$ cat src/rtl/dmem_ctrl.sv
// Data-memory controller: arbitrates the CPU and loader ports onto one BRAM port,
// builds RV32 byte-lane enables/store data and extends load data on the response.
module dmem_ctrl #(
    parameter int ADDR_BITS    = 10,
    parameter int STARVE_LIMIT = 4
) (
    input  logic                 clk,
    input  logic                 rst,
    input  logic                 c_req,
    input  logic                 c_we,
    input  logic [2:0]           c_funct3,
    input  logic [31:0]          c_addr,
    input  logic [31:0]          c_wdata,
    output logic                 c_gnt,
    output logic                 c_rvalid,
    output logic [31:0]          c_rdata,
    output logic                 c_err,
    input  logic                 d_req,
    input  logic                 d_we,
    input  logic [2:0]           d_funct3,
    input  logic [31:0]          d_addr,
    input  logic [31:0]          d_wdata,
    output logic                 d_gnt,
    output logic                 d_rvalid,
    output logic [31:0]          d_rdata,
    output logic                 d_err,
    output logic                 bram_ena,
    output logic [3:0]           bram_wea,
    output logic [ADDR_BITS-1:0] bram_addra,
    output logic [31:0]          bram_dina,
    input  logic [31:0]          bram_douta
);

    localparam logic [2:0] LIMIT = 3'(STARVE_LIMIT);

    // Handshake: a requester holds req and its fields until gnt (combinational, same
    // cycle); the single response (rvalid/rdata/err) follows exactly one cycle later.
    logic [2:0]  starve_cnt;
    logic        d_win;
    logic        any_gnt;
    logic        sel_we;
    logic [2:0]  sel_f3;
    logic [31:0] sel_addr;
    logic [31:0] sel_wdata;
    logic [1:0]  off;
    logic        legal;
    logic        unused_addr_bits;

    logic        rsp_valid;
    logic        rsp_owner;
    logic        rsp_we;
    logic [2:0]  rsp_funct3;
    logic [1:0]  rsp_off;
    logic        rsp_err;
    logic [31:0] shifted;
    logic [31:0] rsp_data;

    assign d_win = d_req && ((starve_cnt >= LIMIT) || !c_req);

    always_comb begin
        c_gnt = 1'b0;
        d_gnt = 1'b0;
        if (!rst) begin
            d_gnt = d_win;
            c_gnt = c_req && !d_win;
        end
    end

    assign any_gnt   = c_gnt || d_gnt;
    assign sel_we    = d_gnt ? d_we     : c_we;
    assign sel_f3    = d_gnt ? d_funct3 : c_funct3;
    assign sel_addr  = d_gnt ? d_addr   : c_addr;
    assign sel_wdata = d_gnt ? d_wdata  : c_wdata;
    assign off       = sel_addr[1:0];
    // Bytes above the BRAM range alias onto it.
    assign unused_addr_bits = ^sel_addr[31:ADDR_BITS+2];

    always_comb begin
        case (sel_f3)
            3'b000, 3'b100: legal = 1'b1;
            3'b001, 3'b101: legal = !off[0];
            3'b010:         legal = (off == 2'b00);
            default:        legal = 1'b0;
        endcase
    end

    always_comb begin
        bram_ena   = 1'b0;
        bram_wea   = 4'b0000;
        bram_addra = '0;
        bram_dina  = 32'h0;
        if (any_gnt && legal) begin
            bram_ena   = 1'b1;
            bram_addra = sel_addr[ADDR_BITS+1:2];
            if (sel_we) begin
                case (sel_f3[1:0])
                    2'b00: begin
                        bram_wea  = 4'b0001 << off;
                        bram_dina = {4{sel_wdata[7:0]}};
                    end
                    2'b01: begin
                        bram_wea  = 4'b0011 << off;
                        bram_dina = {2{sel_wdata[15:0]}};
                    end
                    default: begin
                        bram_wea  = 4'b1111;
                        bram_dina = sel_wdata;
                    end
                endcase
            end
        end
    end

    always_ff @(posedge clk or posedge rst) begin
        if (rst) begin
            starve_cnt <= 3'd0;
        end else if (d_gnt) begin
            starve_cnt <= 3'd0;
        end else if (d_req && (starve_cnt != 3'd7)) begin
            starve_cnt <= starve_cnt + 3'd1;
        end
    end

    always_ff @(posedge clk or posedge rst) begin
        if (rst) begin
            rsp_valid  <= 1'b0;
            rsp_owner  <= 1'b0;
            rsp_we     <= 1'b0;
            rsp_funct3 <= 3'b000;
            rsp_off    <= 2'b00;
            rsp_err    <= 1'b0;
        end else begin
            rsp_valid <= any_gnt;
            if (any_gnt) begin
                rsp_owner  <= d_gnt;
                rsp_we     <= sel_we;
                rsp_funct3 <= sel_f3;
                rsp_off    <= off;
                rsp_err    <= !legal;
            end
        end
    end

    always_comb begin
        shifted = bram_douta >> {rsp_off, 3'b000};
        case (rsp_funct3)
            3'b000:  rsp_data = {{24{shifted[7]}}, shifted[7:0]};
            3'b100:  rsp_data = {24'h0, shifted[7:0]};
            3'b001:  rsp_data = {{16{shifted[15]}}, shifted[15:0]};
            3'b101:  rsp_data = {16'h0, shifted[15:0]};
            default: rsp_data = shifted;
        endcase
        if (rsp_we || rsp_err) begin
            rsp_data = 32'h0;
        end
    end

    assign c_rvalid = rsp_valid && !rsp_owner;
    assign d_rvalid = rsp_valid && rsp_owner;
    assign c_rdata  = c_rvalid ? rsp_data : 32'h0;
    assign d_rdata  = d_rvalid ? rsp_data : 32'h0;
    assign c_err    = c_rvalid && rsp_err;
    assign d_err    = d_rvalid && rsp_err;

endmodule

$ cat config.mk
export PLATFORM = sky130hd
export DESIGN_NAME = dmem_ctrl
export DESIGN_NICKNAME = d
export VERILOG_FILES = /design/src/rtl/dmem_ctrl.sv
export SDC_FILE = /design/constraint.sdc
export NUM_CORES = 1
export LEC_CHECK = 0
export CORE_ASPECT_RATIO = 0.6
export CORE_MARGIN = 2
export CORE_UTILIZATION = 30
export CTS_BUF_LIST = sky130_fd_sc_hd__clkbuf_4 sky130_fd_sc_hd__clkbuf_8 sky130_fd_sc_hd__clkbuf_16
export DETAILED_ROUTE_END_ITERATION = 10
export GPL_ROUTABILITY_DRIVEN = 0
export PLACE_DENSITY = 0.8
export RECOVER_POWER = 100
export SLEW_MARGIN = 20
export SYNTH_ARGS = -nofsm -noshare
export SYNTH_HDL_FRONTEND = slang
export SYNTH_SLANG_ARGS = --single-unit
$ cat constraint.sdc
create_clock -name clk -period 1.8 [get_ports clk]
set_input_delay 0.27 -clock clk [delete_from_list [all_inputs] [get_ports clk]]
set_output_delay 0.27 -clock clk [all_outputs]
set_load 0.02 [all_outputs]
Word-level counts from Yosys, hierarchy flattened
Cells that the tools add are included.
- output and inout port bits: 117
- logic and storage cells: 65
- input port bits: 172
- bits in writable memories: 0
- bits in registers: 12
- memories kept: 0
- latch bits: 0
- ROM bits: 0
- multipliers: 0
- shifts and indexed selects: 3
- muxes and demuxes: 21
- reduce and logical (&&, ||, !) cells: 23
- equality and inequality tests: 9
- add/subtract/negate cells: 1
- magnitude comparators: 1
- bitwise logic cells: 0
- div/mod/pow operators: 0
- operator list (operator ; count):
    two-way mux 32 bit ; 6
    case mux 32 bit (4 select lines) ; 1
    case mux 32 bit (2 select lines) ; 1
    >> shifter 32 x 5 -> 32 bit ; 1
    equality test 3 bit (second input constant) ; 4
    two-way mux 12 bit ; 1
    two-way mux 10 bit ; 1
    two-way mux 3 bit ; 3
    logical AND 1 bit ; 8
    two-way mux 4 bit ; 2
    case mux 4 bit (2 select lines) ; 1
    equality test 3 x 1 -> 1 bit (second input constant) ; 2
    zero test 3 bit ; 2
    zero test 1 bit ; 5
    zero test 2 bit ; 2
    two-way mux 1 bit ; 4
    OR reduction 2 bit ; 2
    left shift 1 x 2 -> 4 bit (first input constant) ; 1
    left shift 2 x 2 -> 4 bit (first input constant) ; 1
    adder 3 x 1 -> 3 bit (second input constant) ; 1
    equality test 3 x 2 -> 1 bit (second input constant) ; 1
    greater-or-equal comparator 3 bit (second input constant) ; 1
    logical OR 1 bit ; 3
    inequality test 3 bit (second input constant) ; 1
    3 further kinds ; 3

Longest topological paths before layout
Gate-level depths: netlist of run 1.
- depth after elaboration: 10
- mapped depth: 7
- gate-level depth less buffers: 5

Least setup slack after synthesis of run 1
No wires, ideal clock.
- path type: reg-to-output
- start: reg starve_cnt[2]
- end: out bram_dina[13]
- data required time: 1.530 ns
- arrival: 2.298 ns
- path buffers: 2
- path slack: -0.768 ns
- stages on the path, launching flop included: 7
- cells stage by stage: dfrtp_1 > nand2b_1 > nand2_2 > inv_2 > buf_4 > buf_2 > a2111oi_0
- word-level cells in the longest chain between the ends: 10
- elaborated cells between the ends (all ways): 28
- those cells by class: order compare: 1; eq/ne: 5; mux: 10; reduce/logical: 12
- RTL lines (what ; line ; text):
    from (decl) ; 38 ; logic [2:0] starve_cnt;
    from (signal assigned) ; 120 ; starve_cnt <= starve_cnt + 3'd1;
    greater-or-equal comparator 3 bit * ; 58 ; assign d_win = d_req && ((starve_cnt >= LIMIT) || !c_req);
    logical OR 1 bit * ; 58 ;
    logical AND 1 bit * ; 58 ;
    two-way mux 1 bit ; 63 ; if (!rst) begin
    two-way mux 3 bit ; 71 ; assign sel_f3 = d_gnt ? d_funct3 : c_funct3;
    equality test 3 x 1 -> 1 bit (tied with other cells) ; 79 ; case (sel_f3)
    OR reduction 2 bit ; 79 ;
    case mux 1 bit (3 select lines) ; 79 ;
    logical AND 1 bit ; 92 ; if (any_gnt && legal) begin
    two-way mux 32 bit * ; 92 ;
    to (decl) ; 30 ; output logic [31:0] bram_dina,
Mark *: on every way between the ends. The rest lies on a longest branch, timed or not.

Worst setup path after layout of run 1
- start: reg rsp_funct3[0]
- end: out c_rdata[22]
- word-level cells in the longest chain between the ends: 4
- elaborated cells between the ends (all ways): 7
- those cells by class: eq/ne: 3; mux: 3; reduce/logical: 1
- RTL lines (what ; line ; text):
    from (decl) ; 52 ; logic [2:0] rsp_funct3;
    from (signal assigned) ; 137 ; rsp_funct3 <= sel_f3;
    equality test 3 bit (tied with other cells) ; 146 ; case (rsp_funct3)
    case mux 32 bit (4 select lines) * ; 146 ;
    two-way mux 32 bit * ; 153 ; if (rsp_we || rsp_err) begin
    two-way mux 32 bit * ; 160 ; assign c_rdata = c_rvalid ? rsp_data : 32'h0;
    to (decl) ; 16 ; output logic [31:0] c_rdata,
Marks and branches as above.

==> results of run 1 <==
## registers in the layout, indices dropped and copies added, names as in the netlist
name and cells:
rsp_funct3 3, starve_cnt 3, rsp_off 2, rsp_err 1
rsp_owner 1, rsp_valid 1, rsp_we 1
## repair_timing
item                       in CTS  in global routing
resized for setup             752                131
setup endpoints to repair     118                113
gates cloned                    8                  2
pin swaps                      49                 44
setup buffers                  28                 15
## how the worst min path moves through the flow
| stage | startpoint | end | slack, ns | cells past startpoint |
|---|---|---|---|---|
| floorplan | rst | rsp_err$_DFFE_PP0P_ | 0.16 | 1 |
| global placement | starve_cnt[1]$_DFFE_PP0P_ | starve_cnt[1]$_DFFE_PP0P_ | 0.51 | 2 |
| detailed placement | starve_cnt[1]$_DFFE_PP0P_ | starve_cnt[1]$_DFFE_PP0P_ | 0.55 | 2 |
| CTS | rst | rsp_valid$_DFF_PP0_ | 0.23 | 3 |
| global route | rst | rsp_we$_DFFE_PP0P_ | 0.26 | 3 |
| finish | rst | rsp_we$_DFFE_PP0P_ | 0.24 | 3 |
## cells in the final DEF (no fill, tap or decap), types with 8 or more instances in the layout
master,instances
sky130_fd_sc_hd__a2111oi_4,16
sky130_fd_sc_hd__a211oi_1,11
sky130_fd_sc_hd__a211oi_4,11
sky130_fd_sc_hd__a21oi_4,37
sky130_fd_sc_hd__and3_1,15
sky130_fd_sc_hd__buf_12,26
sky130_fd_sc_hd__buf_2,15
sky130_fd_sc_hd__buf_4,111
sky130_fd_sc_hd__buf_6,108
sky130_fd_sc_hd__clkdlybuf4s50_1,114
sky130_fd_sc_hd__dfrtp_1,10
sky130_fd_sc_hd__dlygate4sd2_1,11
sky130_fd_sc_hd__inv_1,14
sky130_fd_sc_hd__mux2i_1,47
sky130_fd_sc_hd__nand2_1,79
sky130_fd_sc_hd__nor2_1,35
sky130_fd_sc_hd__nor2_4,17
sky130_fd_sc_hd__nor2b_1,10
sky130_fd_sc_hd__nor3_4,9
sky130_fd_sc_hd__o211ai_1,10
sky130_fd_sc_hd__o21ai_0,8
sky130_fd_sc_hd__o21ai_1,8
sky130_fd_sc_hd__o32a_1,8
## worst register-to-register path: stages, from the launching register on
cell and delay, ns:
sky130_fd_sc_hd__dfrtp_1 0.40, sky130_fd_sc_hd__ha_1 0.23, sky130_fd_sc_hd__ha_1 0.19, sky130_fd_sc_hd__nor2b_1 0.38, sky130_fd_sc_hd__mux2i_1 0.36, sky130_fd_sc_hd__nor2_1 0.09
## stage by stage
step	util	cell area, sq um	worst slack [ns]	power [W]	TNS, ns
floorplan	-	4293	-0.1786	0.001871	-7.152
global placement	0.7093	7644	-1.175	0.002967	-96.46
detailed placement	0.7093	7644	-1.234	0.003061	-103.50
CTS	0.7974	8593	-0.4288	0.004078	-35.13
global route	0.8534	9196	-0.6093	0.004824	-52.02
finish	0.8538	9201	-0.6517	0.004724	-51.67
## metal layers
layer / vias to the layer above / GRT usage / share of wire
met5: - / 0 / 0
met4: 0 / 0.1482 / 0.085
met3: 238 / 0.08950 / 0.11
met2: 666 / 0.6227 / 0.45
met1: 3040 / 0.4498 / 0.35
li1: 2593 / - / -
## kinds of logic (layout without fill, tap and decap cells)
logic type	count (synthesis)	in the layout	synth area share
DFF	12	12	0.08876
other	0	3	0
buffers and inverters	67	426	0.08506
muxes	66	66	0.2019
xor gates and xnor gates	1	1	0.002589
AOI/OAI and AO/OA	167	167	0.3587
and+or+nand+nor	191	191	0.2556
adders and majority gates	2	2	0.007395
## power by group through the flow
stage	Sequential, W	Clock (W)	Combinational, W
6_report	0.000421	0.000492	0.00381
5_1_grt	0.000419	0.000496	0.00391
4_1_cts	0.000395	0.000459	0.00322
3_5_place_dp	0.000395	0	0.00267
3_3_place_gp	0.000393	0	0.00257
2_1_floorplan	0.000375	0	0.00150
## layout make-up
cell class | instances | area [sq um]
Fill cell | 508 | 1575
Tap cell | 139 | 173.9
Inverter | 17 | 71.32
Clock buffer | 4 | 88.84
Multi-Input combinational cell | 427 | 4288
Timing Repair Buffer | 405 | 4269
Antenna cell | 3 | 7.507
Sequential cell | 12 | 302.8
==> implementation parameters, run 1 <==
Parameter                              Value

STA
  Setup clock skew after layout    between 0.01 and 0.015 ns
  Period Utilization, post-route    1.362
  Hold Slack    about 0.24 ns
  Final hold vios    0
  Slew @ Worst Pin    approximately 0.47 ns
  Max-Slew Margin vs Limit    0.6762
  Final setup violating endpoints    112
  Number of max-slew violations in the final report    0
  Setup slack of the critical path after layout    -0.6517 ns
  Setup repair after global routing missed its margin    true
  Crit path time final    ~2.5 ns
  Maximum operating frequency    a little over 0.4 GHz

Critical path
  Endpoint of the most critical setup path    c_rdata[22]
  Data arrival at the endpoint of the critical path    about 2.2 ns
  Reg-to-reg critical path endpoint    starve_cnt[1]$_DFFE_PP0P_
  Req. time, crit path    around 1.5 ns
  Worst setup path category    reg -> out
  Delay of the slowest critical-path stage    between 0.4 and 0.5 ns
  Worst path depth    8
  Register-to-register setup slack    roughly 0.02 ns
  Critical Path Start    rsp_funct3[0]$_DFFE_PP0P_
  Cell with the largest stage delay on the worst path    sky130_fd_sc_hd__dfrtp_2
  Family with the most delay on the worst path    buffers and inverters
  Logic depth of the worst register-to-register path    5
  Category of the worst setup path capture point    primary output
  List of cells traversed by the critical path    mux2i_1, mux2i_1, o211ai_1, buf_4, buf_6, buf_12, a21oi_2, buf_4
  Buffering stage count on the worst path with inverters included    4
  Worst flop-to-flop path startpoint    starve_cnt[0]$_DFFE_PP0P_
  Worst setup SP type    flop
  Max FO, Critical Path    8

Die
  Horiz. Die Dim    ~140 um
  Height of the die    86.26 um
  Die outline area    between 0.01 and 0.015 sq mm
  Initial cell density of the core    0.3139
  Count of pins on the block boundary    about 290
  Placeable core region    between 0.01 and 0.015 sq mm
  Count of standard-cell rows    29

Power
  Highest ir drop seen on vdd    roughly 0.42 mV
  Cell-internal power    0.002431 W
  Pwr Density    slightly above 500 mW/mm^2
  Combinational Power Share    0.807
  Fraction of power consumed by sequential logic    0.089
  Leakage    roughly 3.7 nW
  Switching part of the total    0.4854
  Part of the power in the clock network    0.104
  Net switching power of the design    roughly 0.0023 W

CTS
  Maximum clock insertion buffer count    2
  Clk_lat worst skew    roughly 0.26 ns
  Count of clock tree sinks    12
  Clock root buffer    sky130_fd_sc_hd__clkbuf_16
  Clock tree from TritonCTS    done
  Hold buffer count at cts    0
  Clock-pin transition on the worst setup and hold timing paths    ~0.060 ns
  H-tree levels    1
  Num CTS Buffers    3

Synthesis
  Synth warn    0
  Post-synthesis instance area    between 0.003 and 0.004 sq mm
  Predominant post-synthesis flop cell    sky130_fd_sc_hd__dfrtp_1
  Syn_nets    680
  Flop and latch count out of synthesis    12
  Post-synthesis average cell area    around 6.7 sq um
  Number of flops mapped to enable cells by yosys    0
  Library cell with the largest summed area after synthesis    sky130_fd_sc_hd__mux2i_1
  Count leader, synth    sky130_fd_sc_hd__nand2_1
  Yosys top cell area share    0.1686
  Async set or reset register ratio after synthesis    1.000
  Fraction of the yosys area taken by sequential cells    0.08876
  Synth cell types    49
  Most instantiated cells after synthesis    sky130_fd_sc_hd__nand2_1, sky130_fd_sc_hd__mux2i_1, sky130_fd_sc_hd__nor2_1, sky130_fd_sc_hd__a21oi_1, sky130_fd_sc_hd__clkbuf_1
  Number of standard cells after synthesis    506
  Leading cell types by total area after synthesis    sky130_fd_sc_hd__mux2i_1, sky130_fd_sc_hd__nand2_1, sky130_fd_sc_hd__dfrtp_1

Final layout
  Nets@finish    roughly 1000
  Non-filler cells in the finished layout    1007
  Area grow syn2layout    172.0%
  Share of layout cells above drive strength 1    0.5214

Detailed routing
  DRC marker count from the first detailed-route iteration    a little over 900
  Residual DRC    0
  Per-cell routed wire length    roughly 27 um
  Number of antenna-violating nets in the routed design    0
  Total wire length after detailed routing    roughly 27000 um
  Per-cell via count in the routed design    6.492
  Drt pass-1 iters    5
  Via total after detailed routing    between 6000 and 7000

Global route
  GRT Resource Usage Total    0.3660
  Pin count of the biggest net entering global routing    30
  Overall overflow remaining after global route    0
  Via count of the first global-routing pass    ~6300
  Antenna violations before repair    1
  First-pass GRT wire length    35010 um

Outcome
  Violations in the final reports    setup timing
  Outcome    finished with violations

Flow run
  Total of max-cap violations    0

Placement
  DP Cell Count    around 950
  Final HPWL DP    15710 um
  IO Port Bufs    roughly 250

Worst hold path
  Worst min path class    in -> async
Note: power is estimated with default switching activity, not from simulation.
==> inputs of run 2 (changes only) <==
==> constraint.sdc (replaced) <==
create_clock -name clk -period 1.8 [get_ports clk]
set_input_delay 0.36 -clock clk [delete_from_list [all_inputs] [get_ports clk]]
set_output_delay 0.36 -clock clk [all_outputs]
set_load 0.02 [all_outputs]
==> run 2 against run 1 <==
The run still ends with setup timing left. Sequential power about the same. Global-route usage up 6.5 points. Count of clock-buffer cells in the layout unchanged. Clock power down 2%. Largest power group unchanged. Via count up 2.5%. Cell area up 1.7%. Sequential share of layout area down 0.056 points. Final cell count up 1.8%. Total power up 2.8%.
==> implementation parameters, run 2 (synthesized netlist as in run 1, its figures left out) <==
Parameter                              Value

STA
  Number of max-slew violations in the final report    0 (unchanged)
  Setup clock skew after layout    0.007508 ns (-0.004099 ns)
  Maximum operating frequency    0.4042 GHz (-0.91%)
  Period Utilization, post-route    1.374 (+0.01246)
  Slew @ Worst Pin    0.8796 ns (+0.4073 ns)
  Final setup violating endpoints    120 (+7.1%)
  Setup slack of the critical path after layout    -0.6741 ns (-0.02242 ns)
  Crit path time final    2.474 ns (+0.02242 ns)
  Setup tns final    -63.36 ns (-11.68 ns)
  Final hold vios    0 (unchanged)
  Setup repair after global routing missed its margin    true
  Max-Slew Margin vs Limit    0.4136 (-0.2625)

Global route
  Overall overflow remaining after global route    0 (unchanged)
  First-pass GRT wire length    39960 um (+14%)
  Via count of the first global-routing pass    6572 (+5.1%)
  Antenna violations before repair    0 (-1)
  Pin count of the biggest net entering global routing    25 (-17%)
  GRT Resource Usage Total    0.4308 (+0.06473)

CTS
  Clock tree from TritonCTS    done
  Clock-pin transition on the worst setup and hold timing paths    0.05 ns (about the same)
  Count of clock tree sinks    12 (unchanged)
  Clock root buffer    sky130_fd_sc_hd__clkbuf_16
  Clk_lat worst skew    0.25 ns (about the same)
  H-tree levels    1 (unchanged)
  Num CTS Buffers    3 (unchanged)
  Hold buffer count at cts    0 (unchanged)
  Maximum clock insertion buffer count    2 (unchanged)

Power
  Part of the power in the clock network    0.100 (-0.004)
  Combinational Power Share    0.814 (+0.007)
  Highest ir drop seen on vdd    0.3638 mV (-13%)
  Fraction of power consumed by sequential logic    0.086 (-0.003)
  Pwr Density    519.0 mW/mm^2 (+1.1%)
  Net switching power of the design    0.002426 W (+5.8%)
  Cell-internal power    0.002432 W (about the same)
  Leakage    3.792 nW (+1.5%)
  Switching part of the total    0.4993 (+0.01395)

Placement
  DP Area    0.007846 sq mm (+2.7%)
  IO Port Bufs    248 (unchanged)
  DP Cell Count    959 (+0.84%)
  Placement-stage worst setup slack    -1.377 ns (-0.1431 ns)
  Final HPWL DP    16690 um (+6.3%)

Detailed routing
  Per-cell via count in the routed design    6.538 (+0.71%)
  DRC marker count from the first detailed-route iteration    877 (-3.4%)
  Residual DRC    0 (unchanged)
  Total wire length after detailed routing    29720 um (+8.7%)
  Via total after detailed routing    6701 (+2.5%)
  Number of antenna-violating nets in the routed design    0 (unchanged)
  Drt pass-1 iters    6 (+1)
  Per-cell routed wire length    29.00 um (+6.8%)

Critical path
  Most used cell along the critical path    sky130_fd_sc_hd__buf_4
  Category of the worst setup path capture point    primary output
  Max FO, Critical Path    7 (-1)
  Worst setup path category    reg -> out
  Req. time, crit path    1.44 ns (-0.09 ns)
  Delay of the slowest critical-path stage    0.39 ns (-0.09 ns)
  Family with the most delay on the worst path    buffers and inverters
  Data arrival at the endpoint of the critical path    2.11 ns (-0.07 ns)
  Buffering stage count on the worst path with inverters included    4 (unchanged)
  Worst setup SP type    flop
  Cell with the largest stage delay on the worst path    sky130_fd_sc_hd__dfrtp_2
  List of cells traversed by the critical path    buf_4, buf_12, mux2i_4, buf_4, nand2_1, o211ai_1, nor2_1, buf_4

Final layout
  Area grow syn2layout    176.7%
  Commonest cells after routing, fill and taps aside    sky130_fd_sc_hd__buf_4, sky130_fd_sc_hd__clkdlybuf4s50_1, sky130_fd_sc_hd__buf_6
  Most common library cell in the layout ignoring fill and taps    sky130_fd_sc_hd__buf_4
  Sequential standard cell area    302.8 sq um (unchanged)
  Nets@finish    1059 (+1.8%)
  Share of layout cells above drive strength 1    0.5622 (+0.04083)
  Largest registers    rsp_funct3: 3 flops, starve_cnt: 3 flops, rsp_off: 2 flops
  Post-Layout Inst Area    0.009360 sq mm (+1.7%)
  Non-filler cells in the finished layout    1025 (+1.8%)
  Area of the multi-input gates    0.004415 sq mm (+3.0%)
  Number of fillers in the final layout    468 (-7.9%)
  Final standard cell utilization of the core    0.8686 (+0.01475)

Die
  Height of the die    86.26 um (unchanged)
  Initial cell density of the core    0.3139 (unchanged)
  Count of pins on the block boundary    289 (unchanged)
  Placeable core region    0.01078 sq mm (unchanged)
  Count of standard-cell rows    29 (unchanged)
  Horiz. Die Dim    141.1 um (unchanged)
  Die outline area    0.01217 sq mm (unchanged)

Outcome
  Outcome    finished with violations
  Violations in the final reports    setup timing

Flow run
  Total of max-cap violations    0 (unchanged)

Worst hold path
  Worst min path class    in -> reg
==> run 2: changes by cell type in the layout (fill, tap and decap cells not counted), sizes merged <==
cell / before / now
diode: 3 / 2
clkdlybuf4s50: 114 / 112
clkinv: 1 / 2
clkbuf: 9 / 15
dlygate4sd2: 11 / 8
clkdlybuf4s15: 3 / 4
buf: 269 / 289
inv: 16 / 15
bufbuf: 3 / 0
==> run 2: repair_timing <==
action | 4_1_cts | 5_1_grt
pin swaps | 74 | 18
buffers inserted | 43 | 13
cloned | 8 | 1
resized for setup | 824 | 90
endpoints found under the setup margin | 119 | 116
==> run 2: layout make-up <==
class / instances / share of cell area
clock buffer: 4 / 0.009491
tap: 139 / 0.01858
multi-input combinational: 427 / 0.4717
timing repair buffer: 424 / 0.4593
inverter: 17 / 0.008020
sequential: 12 / 0.03235
antenna: 2 / 0.0005347
==> run 2: worst register-to-register path, cell delays in order (launching register included) <==
cell	delay (ns)
sky130_fd_sc_hd__dfrtp_1	0.39
sky130_fd_sc_hd__buf_4	0.16
sky130_fd_sc_hd__clkbuf_4	0.14
sky130_fd_sc_hd__ha_1	0.19
sky130_fd_sc_hd__nor2b_1	0.34
sky130_fd_sc_hd__xnor2_1	0.21
sky130_fd_sc_hd__nor2_1	0.24
==> run 2: final timing paths <==
path,start,cells after the start,slack [ns],endpoint
setup / recovery,rsp_off[0]$_DFFE_PP0P_,8,-0.67,d_rdata[1]
hold / removal,d_funct3[2],3,0.47,rsp_funct3[2]$_DFFE_PP0P_
setup reg to reg,starve_cnt[2]$_DFFE_PP0P_,6,0.04,starve_cnt[0]$_DFFE_PP0P_
hold reg to reg,starve_cnt[1]$_DFFE_PP0P_,2,0.60,starve_cnt[1]$_DFFE_PP0P_
max in group asynchronous,rst,3,0.70,rsp_off[0]$_DFFE_PP0P_
min in group asynchronous,rst,3,0.50,rsp_funct3[1]$_DFFE_PP0P_
==> run 2: power by group through the flow <==
stage / Combinational [W] / Clock (W) / Sequential, W
after floorplan: 0.00158 / 0 / 0.000376
after global routing: 0.00404 / 0.000492 / 0.000420
after global placement: 0.00270 / 0 / 0.000396
after CTS: 0.00347 / 0.000452 / 0.000398
after detailed placement: 0.00279 / 0 / 0.000401
final: 0.00395 / 0.000484 / 0.000420
==> run 2: per-stage QoR <==
stage / hold slack [ns] / power [W]
3_5_place_dp: 0.5232 / 0.003188
4_1_cts: 0.3125 / 0.004317
2_1_floorplan: 0.2482 / 0.001951
5_1_grt: 0.4561 / 0.004954
3_3_place_gp: 0.5065 / 0.003093
6_report: 0.4672 / 0.004858
==> run 2: routing by layer <==
layer  global-route usage  vias to the layer above  wire [um]
met5                    0                        -          0
met4               0.1964                        0       2330
met3               0.1287                      247       3591
met2               0.7092                      702      13250
met1               0.5251                     3139      10550
li1                     -                     2613          -
